`config.mk`:
```
export PLATFORM = sky130hd
export DESIGN_NAME = mux_4x1_arbiter
export DESIGN_NICKNAME = d
export VERILOG_FILES = /design/src/rtl/mux_4x1_arbiter.sv
export SDC_FILE = /design/constraint.sdc
export NUM_CORES = 1
export LEC_CHECK = 0
export ABC_AREA = 1
export CAP_MARGIN = 20
export CELL_PAD_IN_SITES_DETAIL_PLACEMENT = 1
export CELL_PAD_IN_SITES_GLOBAL_PLACEMENT = 1
export CORE_MARGIN = 4
export CORE_UTILIZATION = 26
export CTS_BUF_LIST = sky130_fd_sc_hd__clkbuf_16
export DETAILED_ROUTE_END_ITERATION = 7
export PLACE_DENSITY = 0.91
export SETUP_SLACK_MARGIN = 0.3
export SYNTH_ARGS = -nofsm -noshare
export SYNTH_HDL_FRONTEND = slang
export SYNTH_SLANG_ARGS = --single-unit
```
`constraint.sdc`:
```
create_clock -name clk -period 2.4 [get_ports clk]
set_input_delay 0.72 -clock clk [delete_from_list [all_inputs] [get_ports clk]]
set_output_delay 0.72 -clock clk [all_outputs]
set_load 0.005 [all_outputs]
```
`src/rtl/mux_4x1_arbiter.sv`:
```
// Round-robin arbiter and sequencer for the shared 4:1 datapath mux.
// Captures the granted requester's word into a one-entry valid/ready stage.
module mux_4x1_arbiter #(
  parameter int WIDTH     = 32,
  parameter int MAX_BURST = 4
) (
  input  logic             clk,
  input  logic             reset_n,
  input  logic [3:0]       req,
  input  logic [WIDTH-1:0] I0,
  input  logic [WIDTH-1:0] I1,
  input  logic [WIDTH-1:0] I2,
  input  logic [WIDTH-1:0] I3,
  input  logic             out_ready,
  output logic [1:0]       S,
  output logic [3:0]       gnt,
  output logic [3:0]       ack,
  output logic [WIDTH-1:0] out_data,
  output logic             out_valid
);

  typedef enum logic {
    IDLE,
    BUSY
  } state_t;

  state_t           state;
  logic [1:0]       ptr;
  logic [3:0]       beat_cnt;
  logic [1:0]       win;
  logic [1:0]       idx;
  logic             found;
  logic             cap;
  logic             last_beat;
  logic [WIDTH-1:0] mux_data;

  always_comb begin
    unique case (S)
      2'd0: mux_data = I0;
      2'd1: mux_data = I1;
      2'd2: mux_data = I2;
      2'd3: mux_data = I3;
    endcase
  end

  // First set request at or after ptr, wrapping 3 -> 0
  always_comb begin
    win   = ptr;
    found = 1'b0;
    idx   = ptr;
    for (int k = 0; k < 4; k++) begin
      idx = ptr + 2'(k);
      if (!found && req[idx]) begin
        win   = idx;
        found = 1'b1;
      end
    end
  end

  assign cap = (state == BUSY) && req[S]
               && (!out_valid || out_ready);
  assign ack = cap ? (4'b0001 << S) : 4'b0000;
  assign last_beat = (beat_cnt == 4'(MAX_BURST - 1));

  always_ff @(posedge clk or negedge reset_n) begin
    if (!reset_n) begin
      state     <= IDLE;
      S         <= 2'd0;
      gnt       <= 4'b0000;
      ptr       <= 2'd0;
      beat_cnt  <= 4'd0;
      out_data  <= '0;
      out_valid <= 1'b0;
    end else begin
      unique case (state)
        IDLE: begin
          if (|req) begin
            S        <= win;
            gnt      <= 4'b0001 << win;
            beat_cnt <= 4'd0;
            state    <= BUSY;
          end
        end
        BUSY: begin
          if (!req[S] || (cap && last_beat)) begin
            gnt   <= 4'b0000;
            ptr   <= S + 2'd1;
            state <= IDLE;
          end
          if (cap) beat_cnt <= beat_cnt + 4'd1;
        end
      endcase
      if (cap) begin
        out_data  <= mux_data;
        out_valid <= 1'b1;
      end else if (out_ready) begin
        out_valid <= 1'b0;
      end
    end
  end

endmodule

```
==> run_results.csv, run 1 <==
group,metric,value,unit
floorplanning,design.die.area,0.0136,mm^2
setup_path,regToRegStartpoint,"S[0]",
cells_and_area,most-common-layout-cells,"clkdlybuf4s50_1 (167), nand2_1 (138), dfrtp_1 (44), o21ai_0 (37), a22o_1 (33)",
pwr,power.clock.fraction,10.4,%
setup_path,critical_path.most_common_cell,"buf_6",
pwr,pwrdens,1180,mW/mm^2
timing,max_freq,434,MHz
grt,gr_util_all_layers,18.1,%
status,outcome,"completed",
clock_network,cts.hold.buffers_added,0,
drt,wl_per_cell,16.8,um
drt,routed-via-count,3626,
clock_network,cts_root_buf,"clkbuf_16",
pwr,internal_power,3470,uW
synthesis,synthCells,410,
setup_path,critical_path_class,"register to primary output",
cells_and_area,final_nets,734,
cells_and_area,multiInputGateArea,0.00174,mm^2
placed_design,placed_area,0.00503,mm^2
pwr,p_switching,2770,uW
drt,drc,0,
floorplanning,core_area,0.0115,mm^2
pwr,p_leak,0.00239,uW
timing,grt_setup_unrepaired,"yes",
placed_design,io_buffers,177,
setup_path,worst-r2r-cell-count,11,
timing,drv_slew,0,
setup_path,crit_chain,"buf_6 -> nand2_2 -> nand3_2 -> nand4_1 -> buf_6 -> buf_6 -> nor2_4 -> buf_2",
cells_and_area,final_common_cell,"clkdlybuf4s50_1",
cells_and_area,post-route-util,45.8,%
clock_network,tritoncts_num_sinks,46,
grt,grt_pass1_vias,4062,
cells_and_area,area_delta_synth_final,71.6,%
cells_and_area,sequential_cell_area,0.00115,mm^2
pwr,finalPower,6240,uW
pwr,p_comb_share,67.1,%
drt,detailedRoute.firstPassIterationCount,4,
timing,period_minus_slack,2300,ps
floorplanning,initial_utilization,26.7,%
synthesis,synth-warning-count,0,
floorplanning,boundaryPins,178,
timing,timing.final.hold_violations,0,
timing,timing.clock.skew,3.81,ps
cells_and_area,layout-drive-gt1-share,15.5,%
pwr,peakVddDrop,0.471,mV
timing,pin_slew_with_the_least_headroom_to_its_limit,518,ps
clock_network,tritoncts,"yes",
grt,grt_max_degree,49,
placed_design,place_congestion,0.883,
placed_design,place_hpwl,9800,um
floorplanning,floorplan.die.height,117,um
drt,detail-route-antenna-nets,0,
synthesis,sequential_area_share_after_synthesis,37.5,%
setup_path,crit_reg_reg_endpoint,"ptr[1]",
floorplanning,std_cell_rows,39,
clock_network,clkSlewWorstSetupHoldPaths,60,ps
timing,finalSetupViolations,0,
setup_path,worst-r2r-setup-slack,400,ps
grt,grt_overflow,0,
job,max_cap_violations,0,
timing,slew-limit-headroom,65.5,%
floorplanning,chipWidth,117,um
min_path,hp-class,"primary input to asynchronous set/reset pin",
clock_network,clock_tree.htree_level_count,2,
synthesis,netlist_area,0.00307,mm^2
setup_path,launching_element_type_of_the_critical_path,"register",
setup_path,worstSetupEndpointType,"primary output",
cells_and_area,antenna_cells,0,
synthesis,syn-num-nets,551,
cells_and_area,layout.filler_cells,1363,
synthesis,synth.lib_cells_used.distinct,28,
timing,final.hold.worst_slack,410,ps
pwr,power.share.switching,44.4,%
setup_path,timing.critical_path.required,1680,ps
synthesis,post_synth.cell_area_avg,7.49,um^2
setup_path,cp_slowest_cell,"dfrtp_2",
drt,drtIter0Drc,132,
clock_network,numCtsBuffers,5,
timing,period_share,95.9,%
drt,wl,12300,um
setup_path,worst-path-max-fanout,3,
grt,global_route_wire_length_before_repair,19600,um
setup_path,slowest_stage_delay_on_critical_path,420,ps
cells_and_area,finalInstanceArea,0.00527,mm^2
setup_path,cp.arrival,1580,ps
pwr,p_seq_share,22.5,%
synthesis,synth_seq_cells,46,
drt,route.detailed.vias_per_inst,4.93,
grt,grt_antenna_before_repair,0,
clock_network,insertion_delay,280,ps
clock_network,ctsLongestPathBuffers,2,
-- cell type report --
class	count	share of cell area (%)
clock buffers	5	2.37
well taps	143	3.39
repair buffers	204	37.5
inverters	22	1.71
flip-flops and latches	46	21.9
clock inverters	2	0.190
multi-input cells	314	32.9
-- synth_stat cells --
| cell | number | area [um^2] |
|---|---|---|
| a22o_1 | 33 | 289 |
| ha_1 | 6 | 75.1 |
| o21ai_1 | 4 | 20.0 |
| nand2_1 | 142 | 533 |
| inv_1 | 16 | 60.1 |
| inv_6 | 1 | 8.76 |
| inv_2 | 5 | 18.8 |
| dfrtp_1 | 46 | 1150 |
| nor3b_1 | 1 | 7.51 |
| buf_6 | 2 | 22.5 |
| nand2_4 | 3 | 33.8 |
| clkbuf_1 | 16 | 60.1 |
| nor2_4 | 1 | 11.3 |
| buf_2 | 7 | 35.0 |
| o22ai_1 | 32 | 200 |
| a21oi_1 | 2 | 10.0 |
| a41oi_2 | 1 | 16.3 |
| nand4_1 | 2 | 12.5 |
| nor3_1 | 1 | 5.00 |
| clkbuf_2 | 2 | 10.0 |
| o21bai_4 | 1 | 18.8 |
| nor2_1 | 6 | 22.5 |
| buf_4 | 1 | 7.51 |
| nand2_2 | 20 | 125 |
| nand3_1 | 17 | 85.1 |
| nand3_2 | 4 | 40.0 |
| o21ai_2 | 1 | 8.76 |
| o21ai_0 | 37 | 185 |
-- cells by family after synthesis --
| family | after synthesis | synth area share, % |
|---|---|---|
| and+or+nand+nor | 197 | 28.5 |
| AOI/OAI and AO/OA | 111 | 24.3 |
| buffers and inverters | 50 | 7.25 |
| DFF | 46 | 37.5 |
| adders and majority gates | 6 | 2.44 |
-- worst max-delay path: cells and delay by family (launching register included) --
family,cells,cell delay (ps)
flops,1,420
simple gates,4,330
buf+inv,4,560
-- power by group through the flow --
stage | combinational, uW | sequential, uW | clock (uW)
floorplan | 2390 | 1360 | 0
finish | 4180 | 1400 | 649
global route | 4670 | 1460 | 713
CTS | 4150 | 1400 | 676
global placement | 3820 | 1390 | 0
detailed placement | 4000 | 1410 | 0
-- state kept, by name (all words and copies together), names as in the netlist --
signal / count
gnt: 4
ptr: 2
state: 1
S: 2
out_valid: 1
out_data: 32
beat_cnt: 4
-- how the worst max path moves through the flow --
stage | depth (start not counted) | from | endpoint | slack, ps
floorplan | 6 | req[1] | ack[0] | 290
global placement | 7 | req[2] | ack[3] | -710
detailed placement | 7 | req[0] | ack[2] | -760
CTS | 8 | S[0] | ack[3] | 80
global route | 8 | S[0] | ack[2] | 4
finish | 8 | S[0] | ack[2] | 100
-- routing by layer --
| metal | GRT usage [%] | share of wire (%) | up-vias |
|---|---|---|---|
| met5 | 0 | 0 | - |
| met3 | 5.91 | 7.1 | 19 |
| met4 | 4.59 | 1.8 | 0 |
| met2 | 34.1 | 53 | 121 |
| met1 | 19.3 | 38 | 1727 |
| li1 | - | - | 1759 |
-- per-stage QoR --
step | setup TNS [ps] | instances | setup slack, ps
after floorplan | 0 | 410 | 291
after global placement | -4400 | 720 | -707
after detailed placement | -5410 | 720 | -755
after CTS | 0 | 734 | 82.5
after global routing | 0 | 736 | 3.78
final | 0 | 736 | 97.4
-- timing repair --
action                                  CTS  global route
endpoints found under the setup margin   18            13
setup buffers                             7             2
resized for setup                        48            14
pin swaps                                 6             4
Note: power is estimated with default switching activity, not from simulation.
==> run 2: changes to the inputs <==
RECOVER_POWER = 50   (was unset)
==> run 2 against run 1 <==
Count of clock-buffer cells in the layout stayed put; total power is 1.0% lower; largest power group unchanged; critical path type unchanged; final cell count stayed put; via count is 0.41% higher; worst setup slack worse by 2.3 ps; core utilization is 0.087 points lower; first-iteration DRC count is 0.76% lower; flip-flop and latch count stayed put; clock skew hardly changed; fmax is 0.10% lower; largest cell class unchanged.
==> run_results.csv, run 2 (same netlist as run 1, synthesis figures left out) <==
group,metric,value,unit
placed_design,placed_area,0.00503,mm^2
clock_network,ctsLongestPathBuffers,2,
timing,timing.final.hold_violations,0,
pwr,power.clock.fraction,10.5,%
setup_path,worst-r2r-cell-count,8,
pwr,p_leak,0.00240,uW
timing,timing.clock.skew,3.98,ps
grt,grt_antenna_before_repair,0,
setup_path,critical_path_class,"register to primary output",
clock_network,tritoncts,"yes",
floorplanning,design.die.area,0.0136,mm^2
grt,gr_util_all_layers,18.1,%
cells_and_area,largest_register_ff_count,32,
clock_network,clock_tree.htree_level_count,2,
job,max_cap_violations,0,
pwr,power.share.switching,44.7,%
grt,grt_max_degree,49,
min_path,holdPathStages,2,
timing,grt_setup_unrepaired,"yes",
setup_path,worst-r2r-setup-slack,290,ps
cells_and_area,final_nets,734,
clock_network,clkSlewWorstSetupHoldPaths,60,ps
min_path,holdPathEnd,"out_data[20]",
clock_network,cts_root_buf,"clkbuf_16",
drt,detailedRoute.firstPassIterationCount,4,
floorplanning,boundaryPins,178,
floorplanning,initial_utilization,26.7,%
floorplanning,std_cell_rows,39,
cells_and_area,most-common-layout-cells,"clkdlybuf4s50_1 (150), nand2_1 (138), dfrtp_1 (44), o21ai_0 (37), a22o_1 (33)",
cells_and_area,multiInputGateArea,0.00174,mm^2
drt,detail-route-antenna-nets,0,
pwr,p_comb_share,66.8,%
pwr,p_switching,2760,uW
setup_path,worstSetupEndpointType,"primary output",
cells_and_area,area_delta_synth_final,71.3,%
grt,grt_overflow,0,
grt,grt_pass1_vias,4062,
grt,global_route_wire_length_before_repair,19600,um
setup_path,launching_element_type_of_the_critical_path,"register",
clock_network,numCtsBuffers,5,
cells_and_area,layout-drive-gt1-share,15.2,%
floorplanning,chipWidth,117,um
drt,wl,12300,um
min_path,hp-class,"register to register",
timing,period_minus_slack,2300,ps
placed_design,placed_cells,720,
pwr,internal_power,3410,uW
drt,drtIter0Drc,131,
cells_and_area,finalInstanceArea,0.00526,mm^2
timing,pin_slew_with_the_least_headroom_to_its_limit,1230,ps
floorplanning,core_area,0.0115,mm^2
cells_and_area,top_register,"out_data",
pwr,p_seq_share,22.7,%
pwr,pwrdens,1170,mW/mm^2
status,outcome,"completed",
setup_path,worst-path-max-fanout,3,
drt,drc,0,
timing,slew-limit-headroom,18.2,%
timing,drv_slew,0,
pwr,peakVddDrop,0.427,mV
clock_network,tritoncts_num_sinks,46,
cells_and_area,sequential_cell_area,0.00115,mm^2
floorplanning,floorplan.die.height,117,um
placed_design,place_hpwl,9800,um
cells_and_area,layout.filler_cells,1365,
placed_design,place_congestion,0.883,
setup_path,cp.arrival,1580,ps
clock_network,insertion_delay,280,ps
min_path,worst_hold_startpoint,"out_data[20]",
drt,route.detailed.vias_per_inst,4.95,
timing,max_freq,434,MHz
cells_and_area,antenna_cells,0,
cells_and_area,finish.cell_count_without_fillers,736,
timing,period_share,96.0,%
drt,routed-via-count,3641,
setup_path,regToRegStartpoint,"S[0]",
cells_and_area,reg_top3,"out_data x32, beat_cnt x4, gnt x4",
placed_design,io_buffers,177,
drt,wl_per_cell,16.7,um
timing,finalSetupViolations,0,
setup_path,timing.critical_path.required,1680,ps
cells_and_area,final_common_cell,"clkdlybuf4s50_1",
setup_path,crit_reg_reg_endpoint,"out_data[3]",
-- run 2: cell count changes in the layout (fill, tap and decap cells not counted), sizes merged --
cell	delta
clkbuf	+4
dlygate4sd3	+17
clkdlybuf4s50	-17
buf	-4
-- run 2: metrics by stage --
stage / total power [uW] / utilization [%] / TNS (ps) / setup slack [ps] / hold WS (ps)
after floorplan: 3750 / - / 0 / 291 / 424
after global placement: 5210 / 43.7 / -4400 / -707 / 465
after detailed placement: 5410 / 43.7 / -5410 / -755 / 476
after CTS: 6230 / 45.4 / 0 / 82.5 / 426
after global routing: 6780 / 45.7 / 0 / 3.78 / 504
final: 6170 / 45.7 / 0 / 95.1 / 483
-- run 2: final cells by class --
type	count	share of cell area (%)
Timing Repair Buffer	204	37.4
Multi-Input combinational cell	314	33.0
Sequential cell	46	21.9
Tap cell	143	3.40
Clock buffer	5	2.38
Inverter	22	1.71
Clock inverter	2	0.190
-- run 2: power by group through the flow --
stage	clock, uW	sequential, uW	combinational [uW]
after floorplan	0	1360	2390
after global placement	0	1390	3820
after detailed placement	0	1410	4000
after CTS	676	1400	4150
after global routing	713	1450	4620
final	649	1400	4130
-- run 2: routing by layer --
layer  GRT usage, %  wire length (um)  vias up
li1               -                 -     1760
met1           19.3              4620     1741
met2           34.1              6590      121
met3           5.91               878       19
met4           4.59               227        0
met5              0                 0        -
-- run 2: worst max-delay path, cell delays in order (launching register included) --
cell	delay (ps)
dfrtp_2	420
buf_6	130
nand2_2	40
nand3_2	70
nand4_1	150
buf_6	180
buf_6	130
nor2_4	70
buf_2	120
-- run 2: worst max path at each step --
stage                      start  endpoint  slack [ps]  depth (start not counted)
after floorplan           req[1]    ack[0]         290                          6
after global placement    req[2]    ack[3]        -710                          7
after detailed placement  req[0]    ack[2]        -760                          7
after CTS                   S[0]    ack[3]          80                          8
after global routing        S[0]    ack[2]           4                          8
final                       S[0]    ack[2]         100                          8
-- run 2: what timing repair did --
item	4_1_cts	5_1_grt
setup endpoints to repair	18	13
resized for setup	48	14
hold buffers	0	0
pin swaps	6	4
setup buffers	7	2
